File: src/rtl/conv_pass_sequencer_if.sv
// ============================================================================
// Module      : conv_pass_sequencer_if
// Description : Bundle of every non-clock/reset signal of conv_pass_sequencer:
//               host command channel, filter/IFmap streams, design_top core
//               strobes and status, result stream and pass status flags.
//               master : sequencer side      slave : host + core side
// Ports       : cmd_*   pass command (valid/ready + fields)
//               filt_*  filter word stream      if_*  IFmap word stream
//               core_*  design_top control, FIFO writes, output-buffer reads
//               res_*   registered result stream
//               busy / done / timeout_err  pass status
// Revision    : 1.0  initial release
// ============================================================================
`default_nettype none

interface conv_pass_sequencer_if #(
   parameter int FILT_W = 16,
   parameter int IF_W   = 18,
   parameter int OUT_W  = 33,
   parameter int CNT_W  = 8
);
   logic              cmd_valid;
   logic              cmd_ready;
   logic [1:0]        cmd_mode;
   logic [3:0]        cmd_filt_len;
   logic [3:0]        cmd_stride;
   logic [CNT_W-1:0]  cmd_n_filt;
   logic [CNT_W-1:0]  cmd_n_if;
   logic [CNT_W-1:0]  cmd_n_out;

   logic              filt_valid;
   logic              filt_ready;
   logic [FILT_W-1:0] filt_data;
   logic              if_valid;
   logic              if_ready;
   logic [IF_W-1:0]   if_data;

   logic              core_start;
   logic [1:0]        core_mode;
   logic [3:0]        core_filt_len;
   logic [3:0]        core_stride_len;
   logic              core_filter_wen;
   logic [FILT_W-1:0] core_filter_din;
   logic              core_filter_full;
   logic              core_IF_wen;
   logic [IF_W-1:0]   core_IF_din;
   logic              core_IF_full;
   logic              core_ready_to_get;
   logic              core_outbuf_write_flag;
   logic              core_inpsum_buf_wen;
   logic              core_inpsum_buf_full;
   logic              core_outbuf_ren;
   logic              core_outbuf_empty;
   logic [OUT_W-1:0]  core_outbuf_dout;

   logic              res_valid;
   logic              res_ready;
   logic [OUT_W-1:0]  res_data;

   logic              busy;
   logic              done;
   logic              timeout_err;

   modport master (
      input  cmd_valid, cmd_mode, cmd_filt_len, cmd_stride, cmd_n_filt, cmd_n_if, cmd_n_out,
      input  filt_valid, filt_data, if_valid, if_data,
      input  core_filter_full, core_IF_full, core_ready_to_get, core_inpsum_buf_full,
      input  core_outbuf_empty, core_outbuf_dout, res_ready,
      output cmd_ready, filt_ready, if_ready,
      output core_start, core_mode, core_filt_len, core_stride_len,
      output core_filter_wen, core_filter_din, core_IF_wen, core_IF_din,
      output core_outbuf_write_flag, core_inpsum_buf_wen, core_outbuf_ren,
      output res_valid, res_data, busy, done, timeout_err
   );

   modport slave (
      output cmd_valid, cmd_mode, cmd_filt_len, cmd_stride, cmd_n_filt, cmd_n_if, cmd_n_out,
      output filt_valid, filt_data, if_valid, if_data,
      output core_filter_full, core_IF_full, core_ready_to_get, core_inpsum_buf_full,
      output core_outbuf_empty, core_outbuf_dout, res_ready,
      input  cmd_ready, filt_ready, if_ready,
      input  core_start, core_mode, core_filt_len, core_stride_len,
      input  core_filter_wen, core_filter_din, core_IF_wen, core_IF_din,
      input  core_outbuf_write_flag, core_inpsum_buf_wen, core_outbuf_ren,
      input  res_valid, res_data, busy, done, timeout_err
   );
endinterface

`default_nettype wire

File: src/rtl/conv_pass_sequencer.sv
// ============================================================================
// Module      : conv_pass_sequencer
// Description : Sequences one convolution pass of design_top: accepts a pass
//               command, streams filter and IFmap words into the core FIFOs,
//               waits for ready_to_get (with watchdog), then drains the output
//               buffer onto a registered valid/ready result port.
// Ports       : clk    clock
//               rst_n  asynchronous active-low reset
//               bus    conv_pass_sequencer_if.master (command, streams, core
//                      strobes, result stream, busy/done/timeout_err)
// Revision    : 1.0  initial release
// ============================================================================
`default_nettype none

module conv_pass_sequencer #(
   parameter int FILT_W = 16,
   parameter int IF_W   = 18,
   parameter int OUT_W  = 33,
   parameter int CNT_W  = 8,
   parameter int TMO_W  = 16
) (
   input  wire logic               clk,
   input  wire logic               rst_n,
   conv_pass_sequencer_if.master   bus
);

   localparam logic [2:0] S_IDLE     = 3'd0;
   localparam logic [2:0] S_START    = 3'd1;
   localparam logic [2:0] S_LOAD     = 3'd2;
   localparam logic [2:0] S_WAIT_RDY = 3'd3;
   localparam logic [2:0] S_DRAIN    = 3'd4;
   localparam logic [2:0] S_DONE     = 3'd5;

   localparam logic [CNT_W-1:0] C_CNT_ONE = {{(CNT_W-1){1'b0}}, 1'b1};
   localparam logic [TMO_W-1:0] C_WD_ONE  = {{(TMO_W-1){1'b0}}, 1'b1};

   logic [2:0]        r_state;
   logic [1:0]        r_mode;
   logic [3:0]        r_filt_len;
   logic [3:0]        r_stride;
   logic [CNT_W-1:0]  r_n_filt, r_n_if, r_n_out;
   logic [CNT_W-1:0]  r_filt_cnt, r_if_cnt, r_out_cnt;
   logic [TMO_W-1:0]  r_wd;
   logic              r_timeout;
   logic              r_psum_pend;   // entry psum-buffer pulse still owed
   logic              r_res_valid;
   logic [OUT_W-1:0]  r_res_data;

   logic              w_in_load, w_in_drain, w_mode3;
   logic              w_filt_ready, w_filt_fire, w_if_ready, w_if_fire;
   logic              w_load_done, w_ren, w_psum_wen;
   logic [TMO_W-1:0]  w_wd_next;

   assign w_in_load    = (r_state == S_LOAD);
   assign w_in_drain   = (r_state == S_DRAIN);
   assign w_mode3      = (r_mode == 2'd3);

   assign w_filt_ready = w_in_load & (r_filt_cnt < r_n_filt) & ~bus.core_filter_full;
   assign w_filt_fire  = w_filt_ready & bus.filt_valid;
   assign w_if_ready   = w_in_load & (r_if_cnt < r_n_if) & ~bus.core_IF_full;
   assign w_if_fire    = w_if_ready & bus.if_valid;
   assign w_load_done  = (r_filt_cnt == r_n_filt) & (r_if_cnt == r_n_if);

   // In mode 3 every read needs a matching psum-buffer write in the same
   // cycle, and the entry pulse is issued on its own before the first read.
   assign w_ren = w_in_drain & ~bus.core_outbuf_empty & (r_out_cnt < r_n_out)
                & (~r_res_valid | bus.res_ready)
                & (~w_mode3 | (~bus.core_inpsum_buf_full & ~r_psum_pend));
   assign w_psum_wen = w_in_drain & w_mode3 & ~bus.core_inpsum_buf_full
                     & (r_psum_pend | w_ren);

   assign w_wd_next = r_wd + C_WD_ONE;

   always_ff @(posedge clk or negedge rst_n) begin
      if (!rst_n) begin
         r_state     <= S_IDLE;
         r_mode      <= 2'd0;
         r_filt_len  <= 4'd0;
         r_stride    <= 4'd0;
         r_n_filt    <= '0;
         r_n_if      <= '0;
         r_n_out     <= '0;
         r_filt_cnt  <= '0;
         r_if_cnt    <= '0;
         r_out_cnt   <= '0;
         r_wd        <= '0;
         r_timeout   <= 1'b0;
         r_psum_pend <= 1'b0;
         r_res_valid <= 1'b0;
         r_res_data  <= '0;
      end else begin
         if (w_filt_fire) r_filt_cnt <= r_filt_cnt + C_CNT_ONE;
         if (w_if_fire)   r_if_cnt   <= r_if_cnt + C_CNT_ONE;
         if (w_ren)       r_out_cnt  <= r_out_cnt + C_CNT_ONE;
         if (w_psum_wen & r_psum_pend) r_psum_pend <= 1'b0;

         // Result register: a capture wins over a handshake so back-to-back
         // transfers keep res_valid high; data only changes on capture.
         if (w_ren) begin
            r_res_data  <= bus.core_outbuf_dout;
            r_res_valid <= 1'b1;
         end else if (bus.res_ready) begin
            r_res_valid <= 1'b0;
         end

         case (r_state)
            S_IDLE: begin
               if (bus.cmd_valid) begin
                  r_mode     <= bus.cmd_mode;
                  r_filt_len <= bus.cmd_filt_len;
                  r_stride   <= bus.cmd_stride;
                  r_n_filt   <= bus.cmd_n_filt;
                  r_n_if     <= bus.cmd_n_if;
                  r_n_out    <= bus.cmd_n_out;
                  r_filt_cnt <= '0;
                  r_if_cnt   <= '0;
                  r_out_cnt  <= '0;
                  r_wd       <= '0;
                  r_timeout  <= 1'b0;
                  r_state    <= S_START;
               end
            end
            S_START: r_state <= S_LOAD;
            S_LOAD: begin
               if (w_load_done) begin
                  r_wd    <= '0;
                  r_state <= S_WAIT_RDY;
               end
            end
            S_WAIT_RDY: begin
               if (bus.core_ready_to_get) begin
                  r_wd        <= '0;
                  r_psum_pend <= w_mode3;
                  r_state     <= S_DRAIN;
               end else if (&w_wd_next) begin
                  r_wd      <= '0;
                  r_timeout <= 1'b1;
                  r_state   <= S_DONE;
               end else begin
                  r_wd <= w_wd_next;
               end
            end
            S_DRAIN: begin
               if ((r_out_cnt == r_n_out) & ~r_res_valid & ~r_psum_pend)
                  r_state <= S_DONE;
            end
            S_DONE:  r_state <= S_IDLE;
            default: r_state <= S_IDLE;
         endcase
      end
   end

   // Strobes decode from state so an asynchronous reset drops them at once.
   assign bus.cmd_ready              = (r_state == S_IDLE);
   assign bus.filt_ready             = w_filt_ready;
   assign bus.if_ready               = w_if_ready;
   assign bus.core_start             = (r_state == S_START);
   assign bus.core_mode              = r_mode;
   assign bus.core_filt_len          = r_filt_len;
   assign bus.core_stride_len        = r_stride;
   assign bus.core_filter_wen        = w_filt_fire;
   assign bus.core_filter_din        = w_in_load ? bus.filt_data : '0;
   assign bus.core_IF_wen            = w_if_fire;
   assign bus.core_IF_din            = w_in_load ? bus.if_data : '0;
   assign bus.core_outbuf_write_flag = w_in_drain;
   assign bus.core_inpsum_buf_wen    = w_psum_wen;
   assign bus.core_outbuf_ren        = w_ren;
   assign bus.res_valid              = r_res_valid;
   assign bus.res_data               = r_res_data;
   assign bus.busy                   = (r_state != S_IDLE);
   assign bus.done                   = (r_state == S_DONE);
   assign bus.timeout_err            = r_timeout;

endmodule

`default_nettype wire

File: src/flat_wrapper.sv
// flat-port wrapper written by rule: the top's interface ports become plain ports
module conv_pass_sequencer_flat 
#(
   parameter int FILT_W = 16,
   parameter int IF_W   = 18,
   parameter int OUT_W  = 33,
   parameter int CNT_W  = 8,
   parameter int TMO_W  = 16
)
  (clk, rst_n, bus_cmd_valid, bus_cmd_mode, bus_cmd_filt_len, bus_cmd_stride, bus_cmd_n_filt, bus_cmd_n_if, bus_cmd_n_out, bus_filt_valid, bus_filt_data, bus_if_valid, bus_if_data, bus_core_filter_full, bus_core_IF_full, bus_core_ready_to_get, bus_core_inpsum_buf_full, bus_core_outbuf_empty, bus_core_outbuf_dout, bus_res_ready, bus_cmd_ready, bus_filt_ready, bus_if_ready, bus_core_start, bus_core_mode, bus_core_filt_len, bus_core_stride_len, bus_core_filter_wen, bus_core_filter_din, bus_core_IF_wen, bus_core_IF_din, bus_core_outbuf_write_flag, bus_core_inpsum_buf_wen, bus_core_outbuf_ren, bus_res_valid, bus_res_data, bus_busy, bus_done, bus_timeout_err);
  conv_pass_sequencer_if #(.FILT_W(FILT_W), .IF_W(IF_W), .OUT_W(OUT_W), .CNT_W(CNT_W)) bus_i ();
  input  wire logic clk;
  input  wire logic rst_n;
  input wire logic [$bits(bus_i.cmd_valid)-1:0] bus_cmd_valid;
  input wire logic [$bits(bus_i.cmd_mode)-1:0] bus_cmd_mode;
  input wire logic [$bits(bus_i.cmd_filt_len)-1:0] bus_cmd_filt_len;
  input wire logic [$bits(bus_i.cmd_stride)-1:0] bus_cmd_stride;
  input wire logic [$bits(bus_i.cmd_n_filt)-1:0] bus_cmd_n_filt;
  input wire logic [$bits(bus_i.cmd_n_if)-1:0] bus_cmd_n_if;
  input wire logic [$bits(bus_i.cmd_n_out)-1:0] bus_cmd_n_out;
  input wire logic [$bits(bus_i.filt_valid)-1:0] bus_filt_valid;
  input wire logic [$bits(bus_i.filt_data)-1:0] bus_filt_data;
  input wire logic [$bits(bus_i.if_valid)-1:0] bus_if_valid;
  input wire logic [$bits(bus_i.if_data)-1:0] bus_if_data;
  input wire logic [$bits(bus_i.core_filter_full)-1:0] bus_core_filter_full;
  input wire logic [$bits(bus_i.core_IF_full)-1:0] bus_core_IF_full;
  input wire logic [$bits(bus_i.core_ready_to_get)-1:0] bus_core_ready_to_get;
  input wire logic [$bits(bus_i.core_inpsum_buf_full)-1:0] bus_core_inpsum_buf_full;
  input wire logic [$bits(bus_i.core_outbuf_empty)-1:0] bus_core_outbuf_empty;
  input wire logic [$bits(bus_i.core_outbuf_dout)-1:0] bus_core_outbuf_dout;
  input wire logic [$bits(bus_i.res_ready)-1:0] bus_res_ready;
  output wire logic [$bits(bus_i.cmd_ready)-1:0] bus_cmd_ready;
  output wire logic [$bits(bus_i.filt_ready)-1:0] bus_filt_ready;
  output wire logic [$bits(bus_i.if_ready)-1:0] bus_if_ready;
  output wire logic [$bits(bus_i.core_start)-1:0] bus_core_start;
  output wire logic [$bits(bus_i.core_mode)-1:0] bus_core_mode;
  output wire logic [$bits(bus_i.core_filt_len)-1:0] bus_core_filt_len;
  output wire logic [$bits(bus_i.core_stride_len)-1:0] bus_core_stride_len;
  output wire logic [$bits(bus_i.core_filter_wen)-1:0] bus_core_filter_wen;
  output wire logic [$bits(bus_i.core_filter_din)-1:0] bus_core_filter_din;
  output wire logic [$bits(bus_i.core_IF_wen)-1:0] bus_core_IF_wen;
  output wire logic [$bits(bus_i.core_IF_din)-1:0] bus_core_IF_din;
  output wire logic [$bits(bus_i.core_outbuf_write_flag)-1:0] bus_core_outbuf_write_flag;
  output wire logic [$bits(bus_i.core_inpsum_buf_wen)-1:0] bus_core_inpsum_buf_wen;
  output wire logic [$bits(bus_i.core_outbuf_ren)-1:0] bus_core_outbuf_ren;
  output wire logic [$bits(bus_i.res_valid)-1:0] bus_res_valid;
  output wire logic [$bits(bus_i.res_data)-1:0] bus_res_data;
  output wire logic [$bits(bus_i.busy)-1:0] bus_busy;
  output wire logic [$bits(bus_i.done)-1:0] bus_done;
  output wire logic [$bits(bus_i.timeout_err)-1:0] bus_timeout_err;
  assign bus_i.cmd_valid = bus_cmd_valid;
  assign bus_i.cmd_mode = bus_cmd_mode;
  assign bus_i.cmd_filt_len = bus_cmd_filt_len;
  assign bus_i.cmd_stride = bus_cmd_stride;
  assign bus_i.cmd_n_filt = bus_cmd_n_filt;
  assign bus_i.cmd_n_if = bus_cmd_n_if;
  assign bus_i.cmd_n_out = bus_cmd_n_out;
  assign bus_i.filt_valid = bus_filt_valid;
  assign bus_i.filt_data = bus_filt_data;
  assign bus_i.if_valid = bus_if_valid;
  assign bus_i.if_data = bus_if_data;
  assign bus_i.core_filter_full = bus_core_filter_full;
  assign bus_i.core_IF_full = bus_core_IF_full;
  assign bus_i.core_ready_to_get = bus_core_ready_to_get;
  assign bus_i.core_inpsum_buf_full = bus_core_inpsum_buf_full;
  assign bus_i.core_outbuf_empty = bus_core_outbuf_empty;
  assign bus_i.core_outbuf_dout = bus_core_outbuf_dout;
  assign bus_i.res_ready = bus_res_ready;
  assign bus_cmd_ready = bus_i.cmd_ready;
  assign bus_filt_ready = bus_i.filt_ready;
  assign bus_if_ready = bus_i.if_ready;
  assign bus_core_start = bus_i.core_start;
  assign bus_core_mode = bus_i.core_mode;
  assign bus_core_filt_len = bus_i.core_filt_len;
  assign bus_core_stride_len = bus_i.core_stride_len;
  assign bus_core_filter_wen = bus_i.core_filter_wen;
  assign bus_core_filter_din = bus_i.core_filter_din;
  assign bus_core_IF_wen = bus_i.core_IF_wen;
  assign bus_core_IF_din = bus_i.core_IF_din;
  assign bus_core_outbuf_write_flag = bus_i.core_outbuf_write_flag;
  assign bus_core_inpsum_buf_wen = bus_i.core_inpsum_buf_wen;
  assign bus_core_outbuf_ren = bus_i.core_outbuf_ren;
  assign bus_res_valid = bus_i.res_valid;
  assign bus_res_data = bus_i.res_data;
  assign bus_busy = bus_i.busy;
  assign bus_done = bus_i.done;
  assign bus_timeout_err = bus_i.timeout_err;
  conv_pass_sequencer #(.FILT_W(FILT_W), .IF_W(IF_W), .OUT_W(OUT_W), .CNT_W(CNT_W), .TMO_W(TMO_W)) u_core (.clk(clk), .rst_n(rst_n), .bus(bus_i));
endmodule
File: config.mk
export PLATFORM = sky130hd
export DESIGN_NAME = conv_pass_sequencer_flat
export DESIGN_NICKNAME = d
export VERILOG_FILES = /design/src/rtl/conv_pass_sequencer_if.sv /design/src/rtl/conv_pass_sequencer.sv /design/src/flat_wrapper.sv
export SDC_FILE = /design/constraint.sdc
export NUM_CORES = 1
export LEC_CHECK = 0
export BUFFER_PORTS_ARGS = -buffer_cell sky130_fd_sc_hd__buf_2
export CAP_MARGIN = 20
export CORE_MARGIN = 1.5
export CORE_UTILIZATION = 25
export DETAILED_ROUTE_END_ITERATION = 10
export GPL_TIMING_DRIVEN = 0
export HOLD_SLACK_MARGIN = 0.06
export SLEW_MARGIN = 20
export SYNTH_ARGS = -nofsm -noshare
export SYNTH_HDL_FRONTEND = slang
export SYNTH_SLANG_ARGS = --single-unit
export TNS_END_PERCENT = 5
File: constraint.sdc
create_clock -name clk -period 7.4 [get_ports clk]
set_clock_uncertainty 0.05 [all_clocks]
set_input_delay 0.37 -clock clk [delete_from_list [all_inputs] [get_ports clk]]
set_output_delay 0.37 -clock clk [all_outputs]
set_load 0.02 [all_outputs]
# Word-level counts from Yosys, hierarchy flattened

Cells that the tools add are included.

Reductions and logical operators: 10
Add/subtract/negate cells: 4
Bitwise logic cells: 28
$lt $le $gt $ge: 3
Equality and inequality tests: 15
Mux-type cells: 31

Operator list:

| cell                                                                   | count |
|---|---|
| 16-bit two-way mux                                                     | 5 |
| 8-bit two-way mux                                                      | 9 |
| 16-bit one-hot mux with 3 select lines                                 | 1 |
| 8-bit by 1-bit adder with 8-bit output (second input constant)         | 3 |
| 8-bit equality test                                                    | 3 |
| 8-bit less-than comparator                                             | 3 |
| 1-bit bitwise AND                                                      | 18 |
| 18-bit two-way mux                                                     | 1 |
| 16-bit by 1-bit adder with 16-bit output (second input constant)       | 1 |
| 16-bit AND reduction                                                   | 1 |
| 3-bit two-way mux                                                      | 5 |
| 3-bit one-hot mux with 5 select lines                                  | 1 |
| 1-bit two-way mux                                                      | 8 |
| 2-bit != test (second input constant)                                  | 4 |
| 4-bit AND reduction                                                    | 2 |
| 1-bit inverter                                                         | 7 |
| 3-bit by 2-bit equality test with 1-bit output (second input constant) | 2 |
| 3-bit equality test (second input constant)                            | 2 |
| 3-bit nonzero test                                                     | 2 |
| 2-bit nonzero test                                                     | 2 |
| 3-bit by 1-bit equality test with 1-bit output (second input constant) | 1 |
| 3-bit zero test                                                        | 1 |
| 3-bit by 2-bit != test with 1-bit output (second input constant)       | 1 |
| 1-bit bitwise OR                                                       | 3 |
| 5 further kinds                                                        | 5 |

Output and inout port bits: 90
Input bits: 112
Flip-flop bits (word level): 113
Word-level logic and storage cells: 106

# Logic depth before layout (Yosys ltp)

Gate-level depths: netlist of run 1.

Depth in word-level cells: 11
Depth in mapped cells: 10
Depth with buffers taken out: 9

# Worst setup path before layout of run 1

Ideal clock, no wire load.

Path kind: register to output
Start: reg u_core.r_out_cnt[7]
End: out bus_core_inpsum_buf_wen
Data arrival time: 2.198 ns
Setup slack: 4.782 ns
Required time: 6.980 ns
Buffers on the path: 0
Stages on the path, launching flop included: 7
Path through: dfrtp_1 > ha_1 > a211oi_1 > nand2_1 > nor4_1 > a21oi_1 > nor4_1

Word-level cells in the longest chain between the ends: 6

Ends and longest elaborated chain:

| what                       | line                      | source |
|---|---|---|
| start, declared            | conv_pass_sequencer.sv:42 | `logic [CNT_W-1:0] r_filt_cnt, r_if_cnt, r_out_cnt;` |
| start signal, assigned     | conv_pass_sequencer.sv:94 | `if (w_ren) r_out_cnt <= r_out_cnt + C_CNT_ONE;` |
| 8-bit less-than comparator | conv_pass_sequencer.sv:66 | `assign w_ren = w_in_drain & ~bus.core_outbuf_empty & (r_out_cnt < r_n_out)` |
| 1-bit bitwise AND          | conv_pass_sequencer.sv:66 |  |
| 1-bit bitwise AND          | conv_pass_sequencer.sv:67 | `& (~r_res_valid \| bus.res_ready)` |
| 1-bit bitwise AND          | conv_pass_sequencer.sv:68 | `& (~w_mode3 \| (~bus.core_inpsum_buf_full & ~r_psum_pend));` |
| 1-bit bitwise OR           | conv_pass_sequencer.sv:70 | `& (r_psum_pend \| w_ren);` |
| 1-bit bitwise AND          | conv_pass_sequencer.sv:70 |  |
| end, declared              | flat_wrapper.sv:44        | `output wire logic [$bits(bus_i.core_inpsum_buf_wen)-1:0] bus_core_inpsum_buf_wen;` |

Every way passes these cells.

# Worst setup path in the final report of run 1

Start: reg u_core.r_out_cnt[7]
End: out bus_core_outbuf_ren

Word-level cells in the longest chain between the ends: 4

Ends and longest elaborated chain:

| what                       | line                      | source |
|---|---|---|
| 8-bit less-than comparator | conv_pass_sequencer.sv:66 |  |
| 1-bit bitwise AND          | conv_pass_sequencer.sv:66 |  |
| 1-bit bitwise AND          | conv_pass_sequencer.sv:67 |  |
| 1-bit bitwise AND          | conv_pass_sequencer.sv:68 |  |
| end, declared              | flat_wrapper.sv:45        | `output wire logic [$bits(bus_i.core_outbuf_ren)-1:0] bus_core_outbuf_ren;` |

Every way passes these cells.

==> run metrics, run 1 <==
Synth warnings 0; IO buf count 201; Post-Syn Nets 758; CP max stage cell nor4_1; Reg2Reg Setup Slack 4.40 ns; top cells by area, synth dfrtp_1, mux2_2, ha_1, nand2_1, and2_1; Setup WS post-layout 3.768 ns; P_leak 4.090 nW; number of synthesized flops with an enable pin 0; run status complete, no violations; vias roughly 5200; Synth Flop Type dfrtp_1; core area 23470 sq um; worst vdd ir roughly 0.18 mV; Final Net Count 980; FMAX approximately 280 MHz; Core Rows 56; hold path cells 3; area of the multi-input gates 2887 sq um; Residual DRC 0; kind of critical path register to primary output; top-count cell post-synth dfrtp_1; kind of end point of the critical path primary output; Yosys reg bits 113; full die area 24830 sq um; FF/Latch Area 2828 sq um; total power draw around 3 mW; Ports approximately 200; GRT Total Usage between 10 and 15%; area leader, netlist dfrtp_1; Final setup viols 0; final core utilization approximately a third; hold endpoint u_core.bus.core_filt_len[0]$_DFFE_PN0P_; Final Hold Viols 0; CTS root buf clkbuf_16; post-CTS resize count 0; dpl ws 4.097 ns; largest net degree at the start of global routing 58; min-delay src bus_cmd_filt_len[0]; Placed Instances 1138; CP Max Fanout 10; top cells by count, synth dfrtp_1, nand2_1, and2_1, inv_1; Worst path most repeated cell nand2_1; TritonCTS clock tree built; grt total ovfl 0; initial antenna violation count 2; Max-slew headroom approximately a third; fin cells 1171; Reg2Reg Capture Point u_core.r_wd[5]$_DFFE_PN0P_; Num CTS Buffers 17; sequential fraction of the synthesis area 47.34%; PwrDens 364.2 nW/um^2; final antenna-violating net count 0; Avg WL per Cell between 10 and 15 microns; Tmin final approximately 3.6 ns; worst flop-to-flop path startpoint u_core.r_filt_cnt[6]$_DFF_PN0_; P&R area growth vs syn 35.06%; Vias per Instance approximately 4.4; H-tree levels 4; crit-path max cell delay 0.54 ns; Worst-path clk slew 0.06 ns; Yosys top cell area share 47.34%; Worst Reg-to-Reg Cells 7; max-slew violation count 0; die extent in x 157.6 microns; max_cap viols 0; clock buffer depth 2; Critical Path Source Type register; worst slew pin tran between 1 and 1.5 ns; Initial Util about 25%; fill count 2434; Mapped Area 5973 sq um; DRT Pass-1 Iters 4; first-pass GRT wire length 26480 microns; vias in the first global route 5028; Worst EP required ~7.0 ns; Die H 157.6 microns; gpl congestion around 0.83; Hold WC Path Type input port to register; placed wire-length estimate 12620 microns; Mapped Avg Cell Area 9.681 sq um; crit path cell chain ha_1 > a211oi_1 > nand2_1 > nor4_1 > nand2_1 > clkbuf_1 > inv_1 > buf_2; Synth cell types 50; WL final about 17000 microns; clk sinks roughly 110; Gate Count Post-Synth 617; final setup TNS 0 ns; initial drt markers 254; clk_lat worst skew roughly 0.41 ns; Async SR Flop Fraction 100.0%; unrepaired setup endpoints after global routing false; final worst path period share 49.08%; CP arrival ~3.2 ns; share of layout cells above drive strength 1 33.25%
[flip-flops by register name, indices dropped and copies added (netlist names)]
| signal | flops |
|---|---|
| u_core.bus.core_filt_len | 4 |
| u_core.bus.core_mode | 2 |
| u_core.bus.core_stride_len | 4 |
| u_core.bus.res_data | 33 |
| u_core.bus.res_valid | 1 |
| u_core.bus.timeout_err | 1 |
| u_core.r_filt_cnt | 8 |
| u_core.r_if_cnt | 8 |
| u_core.r_n_filt | 8 |
| u_core.r_n_if | 8 |
| u_core.r_n_out | 8 |
| u_core.r_out_cnt | 8 |
| u_core.r_psum_pend | 1 |
| u_core.r_state | 3 |
| u_core.r_wd | 16 |
[cell type report]
cell class	instances	area share [%]
clock buffers	21	5.707
plain buffers	27	1.489
multi-input cells	440	35.78
clock inverters	10	2.264
flip-flops and latches	113	35.05
diodes	1	0.03102
well taps	319	4.947
repair buffers	203	13.01
inverters	37	1.721
[critical path: cells and delay by family (launching register included)]
family / cells / cell delay [ns]
compound gates: 1 / 0.31
fa+ha+maj: 1 / 0.33
buf+inv: 3 / 0.75
flops: 1 / 0.38
simple gates: 3 / 1.03
[through the flow]
| step | area (sq um) | hold WS [ns] |
|---|---|---|
| after floorplan | 5973 | 0.02441 |
| after global placement | 7378 | 0.4067 |
| after detailed placement | 7412 | 0.3293 |
| after CTS | 8065 | 0.08092 |
| after global routing | 8065 | 0.09561 |
| final | 8068 | 0.09623 |
[cell usage in the layout (no fill, tap or decap), drive strengths merged, types with 6 or more instances in the layout]
cell,instances
nand2,95
nor3,10
nor2,23
a21o,7
nor2b,6
xnor2,6
nand4,20
or4,7
o21ai,33
a21oi,21
a31o,6
and3,6
nand3,15
clkbuf,41
mux2,33
and2,43
mux2i,9
ha,29
inv,37
or3,7
buf,209
dfrtp,113
o31ai,11
nor4,7
nand2b,8
[worst max-delay path by stage]
stage / from / end / slack, ns / depth (start not counted)
after detailed placement: u_core.r_out_cnt[7]$_DFF_PN0_ / bus_core_outbuf_ren / 4.10 / 8
after CTS: u_core.r_out_cnt[7]$_DFF_PN0_ / bus_core_outbuf_ren / 3.65 / 8
after global routing: u_core.r_out_cnt[7]$_DFF_PN0_ / bus_core_outbuf_ren / 3.42 / 8
final: u_core.r_out_cnt[7]$_DFF_PN0_ / bus_core_outbuf_ren / 3.77 / 8
after floorplan: u_core.r_out_cnt[7]$_DFF_PN0_ / bus_core_inpsum_buf_wen / 4.78 / 6
after global placement: u_core.r_out_cnt[7]$_DFF_PN0_ / bus_core_outbuf_ren / 4.13 / 8
[where the power goes]
group	leakage, nW	internal [mW]	total (mW)	switching [mW]
registers	1.46	0.819	0.924	0.105
logic	2.31	0.412	1.11	0.702
clock network	0.317	0.612	0.900	0.287
[routing by layer]
layer  vias up  GRT usage, %  share of wire (%)
li1       2595             -                  -
met1      2458         18.39                 45
met2       142         21.61                 47
met3        12         4.435                7.1
met4         2         3.863               0.92
met5         -             0              0.060
[repair_timing]
action / in CTS / in global routing
setup buffers: 0 / 0
endpoints found under the setup margin: 0 / 0
hold endpoints to repair: 56 / 0
hold buffers: 1 / 0
[kinds of logic after synthesis]
logic type,after synthesis,synth area share [%]
multiplexers,42,7.729
flip-flops,113,47.34
AND/OR/NAND/NOR,261,22.69
AO/OA/AOI/OAI,97,10.22
adder cells (fa/ha/maj),29,6.075
XOR/XNOR,11,1.613
buffers and inverters,64,4.336
No activity file was read; power rests on OpenSTA's default activity.
==> run 2, diff against run 1 <==
==> constraint.sdc (replaced) <==
create_clock -name clk -period 3.1 [get_ports clk]
set_clock_uncertainty 0.05 [all_clocks]
set_input_delay 0.155 -clock clk [delete_from_list [all_inputs] [get_ports clk]]
set_output_delay 0.155 -clock clk [all_outputs]
set_load 0.02 [all_outputs]
==> run metrics, run 2 (synthesized netlist as in run 1, its figures left out) <==
commonest non-fill, non-tap cell in the layout buf_2; grt total ovfl 0; first-pass GRT wire length 27950 microns; Avg WL per Cell 14.26 microns; CTS root buf clkbuf_16; Max-slew headroom 31.84%; Ports about 200; FMAX 326.6 MHz; Final setup viols 0; Num CTS Buffers 17; H-tree levels 4; leading cell types in the layout, fill and taps excluded buf_2, dfrtp_1, nand2_1; die extent in x 157.6 microns; worst vdd ir ~0.44 mV; largest net degree at the start of global routing 58; Worst Reg-to-Reg Cells 7; Vias per Instance 4.440; final antenna-violating net count 0; unrepaired setup endpoints after global routing false; clock buffer depth 2; Final Hold Viols 0; CP arrival 3.31 ns; total power draw 7.127 mW; Critical Path Source Type register; P&R area growth vs syn 47.49%; Initial Util ~25%; clk_lat worst skew 0.41 ns; kind of critical path register to register; TritonCTS clock tree built; PwrDens approximately 800 nW/um^2; Final Net Count 1051; GRT Total Usage 14.51%; WL final around 18000 microns; Worst EP required about 3.3 ns; initial antenna violation count 1; initial drt markers 253; IO buf count 201; Post-CTS Repair Setup Buffers 0; kind of end point of the critical path register; P_leak 4.394 nW; Reg2Reg Setup Slack 0.04 ns; vias in the first global route between 5000 and 6000; worst flop-to-flop path startpoint u_core.r_filt_cnt[6]$_DFF_PN0_; Tmin final 3.062 ns; Reg2Reg Capture Point u_core.r_wd[5]$_DFFE_PN0P_; placed wire-length estimate 12620 microns; Hold WC Path Type input port to async pin; Die H 157.6 microns; max_cap viols 0; Worst-path clk slew ~0.060 ns; Largest register FFs 33; share of layout cells above drive strength 1 a little under a third; worst slew pin tran 1.020 ns; run status complete, no violations; DRT Pass-1 Iters 5; Core Rows 56; core area 23470 sq um; vias 5515; gpl congestion about 0.83; full die area 24830 sq um; max-slew violation count 0; clk sinks roughly 110; final setup TNS 0 ns; CP Max Fanout 7; Residual DRC 0; final worst path period share 98.78%
-- run 2: changes by cell type in the layout (fill, tap and decap cells not counted) --
cell | previous run | this run
dlygate4sd3_1 | 1 | 72
a211oi_1 | 2 | 1
a211oi_2 | 0 | 1
clkbuf_1 | 22 | 21
clkbuf_4 | 0 | 1
nand2_1 | 95 | 94
nand2_4 | 0 | 1
nor4_1 | 6 | 5
nor4_4 | 0 | 1
-- run 2: worst max-delay path: stages, from the launching register on --
cell	delay, ns
dfrtp_1	0.40
ha_1	0.31
nand4_1	0.17
nor4_1	0.57
o22ai_1	0.20
nor3_1	0.78
o31ai_1	0.23
a21o_1	0.23
-- run 2: stage by stage --
step | setup slack [ns] | utilization, % | instances | hold slack (ns) | cell area [sq um]
final | 0.03793 | 37.53 | 1242 | 0.2276 | 8810
after global routing | 0.01527 | 37.53 | 1242 | 0.2701 | 8810
after CTS | 0.05238 | 37.48 | 1241 | 0.2222 | 8797
after detailed placement | 0.01151 | 31.58 | 1138 | 0.1143 | 7412
after global placement | 0.04665 | 31.43 | 1137 | 0.2982 | 7378
after floorplan | 0.6380 | - | 617 | -0.1906 | 5973
-- run 2: where the power goes --
part	switching, mW	internal [mW]	leakage, nW
registers	0.253	1.96	1.46
clock network	0.687	1.46	0.317
logic	1.71	1.06	2.62
-- run 2: per-layer routing --
layer / wire, microns / track usage, %
met2: 8460 / 23.58
met5: 0 / 0
met1: 8132 / 18.83
met4: 125 / 3.863
met3: 999 / 4.188
-- run 2: worst max path at each step --
stage	from	endpoint	slack, ns	cells past startpoint
3_5_place_dp	u_core.r_out_cnt[7]$_DFF_PN0_	bus_core_outbuf_ren	0.01	8
5_1_grt	u_core.r_filt_cnt[6]$_DFF_PN0_	u_core.r_wd[3]$_DFFE_PN0P_	0.02	7
2_1_floorplan	u_core.r_out_cnt[7]$_DFF_PN0_	u_core.r_out_cnt[0]$_DFF_PN0_	0.64	8
6_report	u_core.r_filt_cnt[6]$_DFF_PN0_	u_core.r_wd[5]$_DFFE_PN0P_	0.04	7
3_3_place_gp	u_core.r_out_cnt[7]$_DFF_PN0_	bus_core_outbuf_ren	0.05	8
4_1_cts	u_core.r_out_cnt[7]$_DFF_PN0_	bus_core_outbuf_ren	0.05	8
-- run 2: cell type report --
cell class,count,area [sq um]
timing repair buffer,274,1760
multi-input combinational,440,2914
clock buffer,21,460.4
antenna,1,2.502
buffer,27,123.9
sequential,113,2828
clock inverter,10,182.7
tap,319,399.1
inverter,37,138.9
fill,2361,14660
-- run 2: repair_timing --
action	4_1_cts	5_1_grt
hold buffers	72	0
gates resized for setup	5	2
setup endpoints to repair	1	1
cloned	0	0
endpoints found under the hold margin	126	0
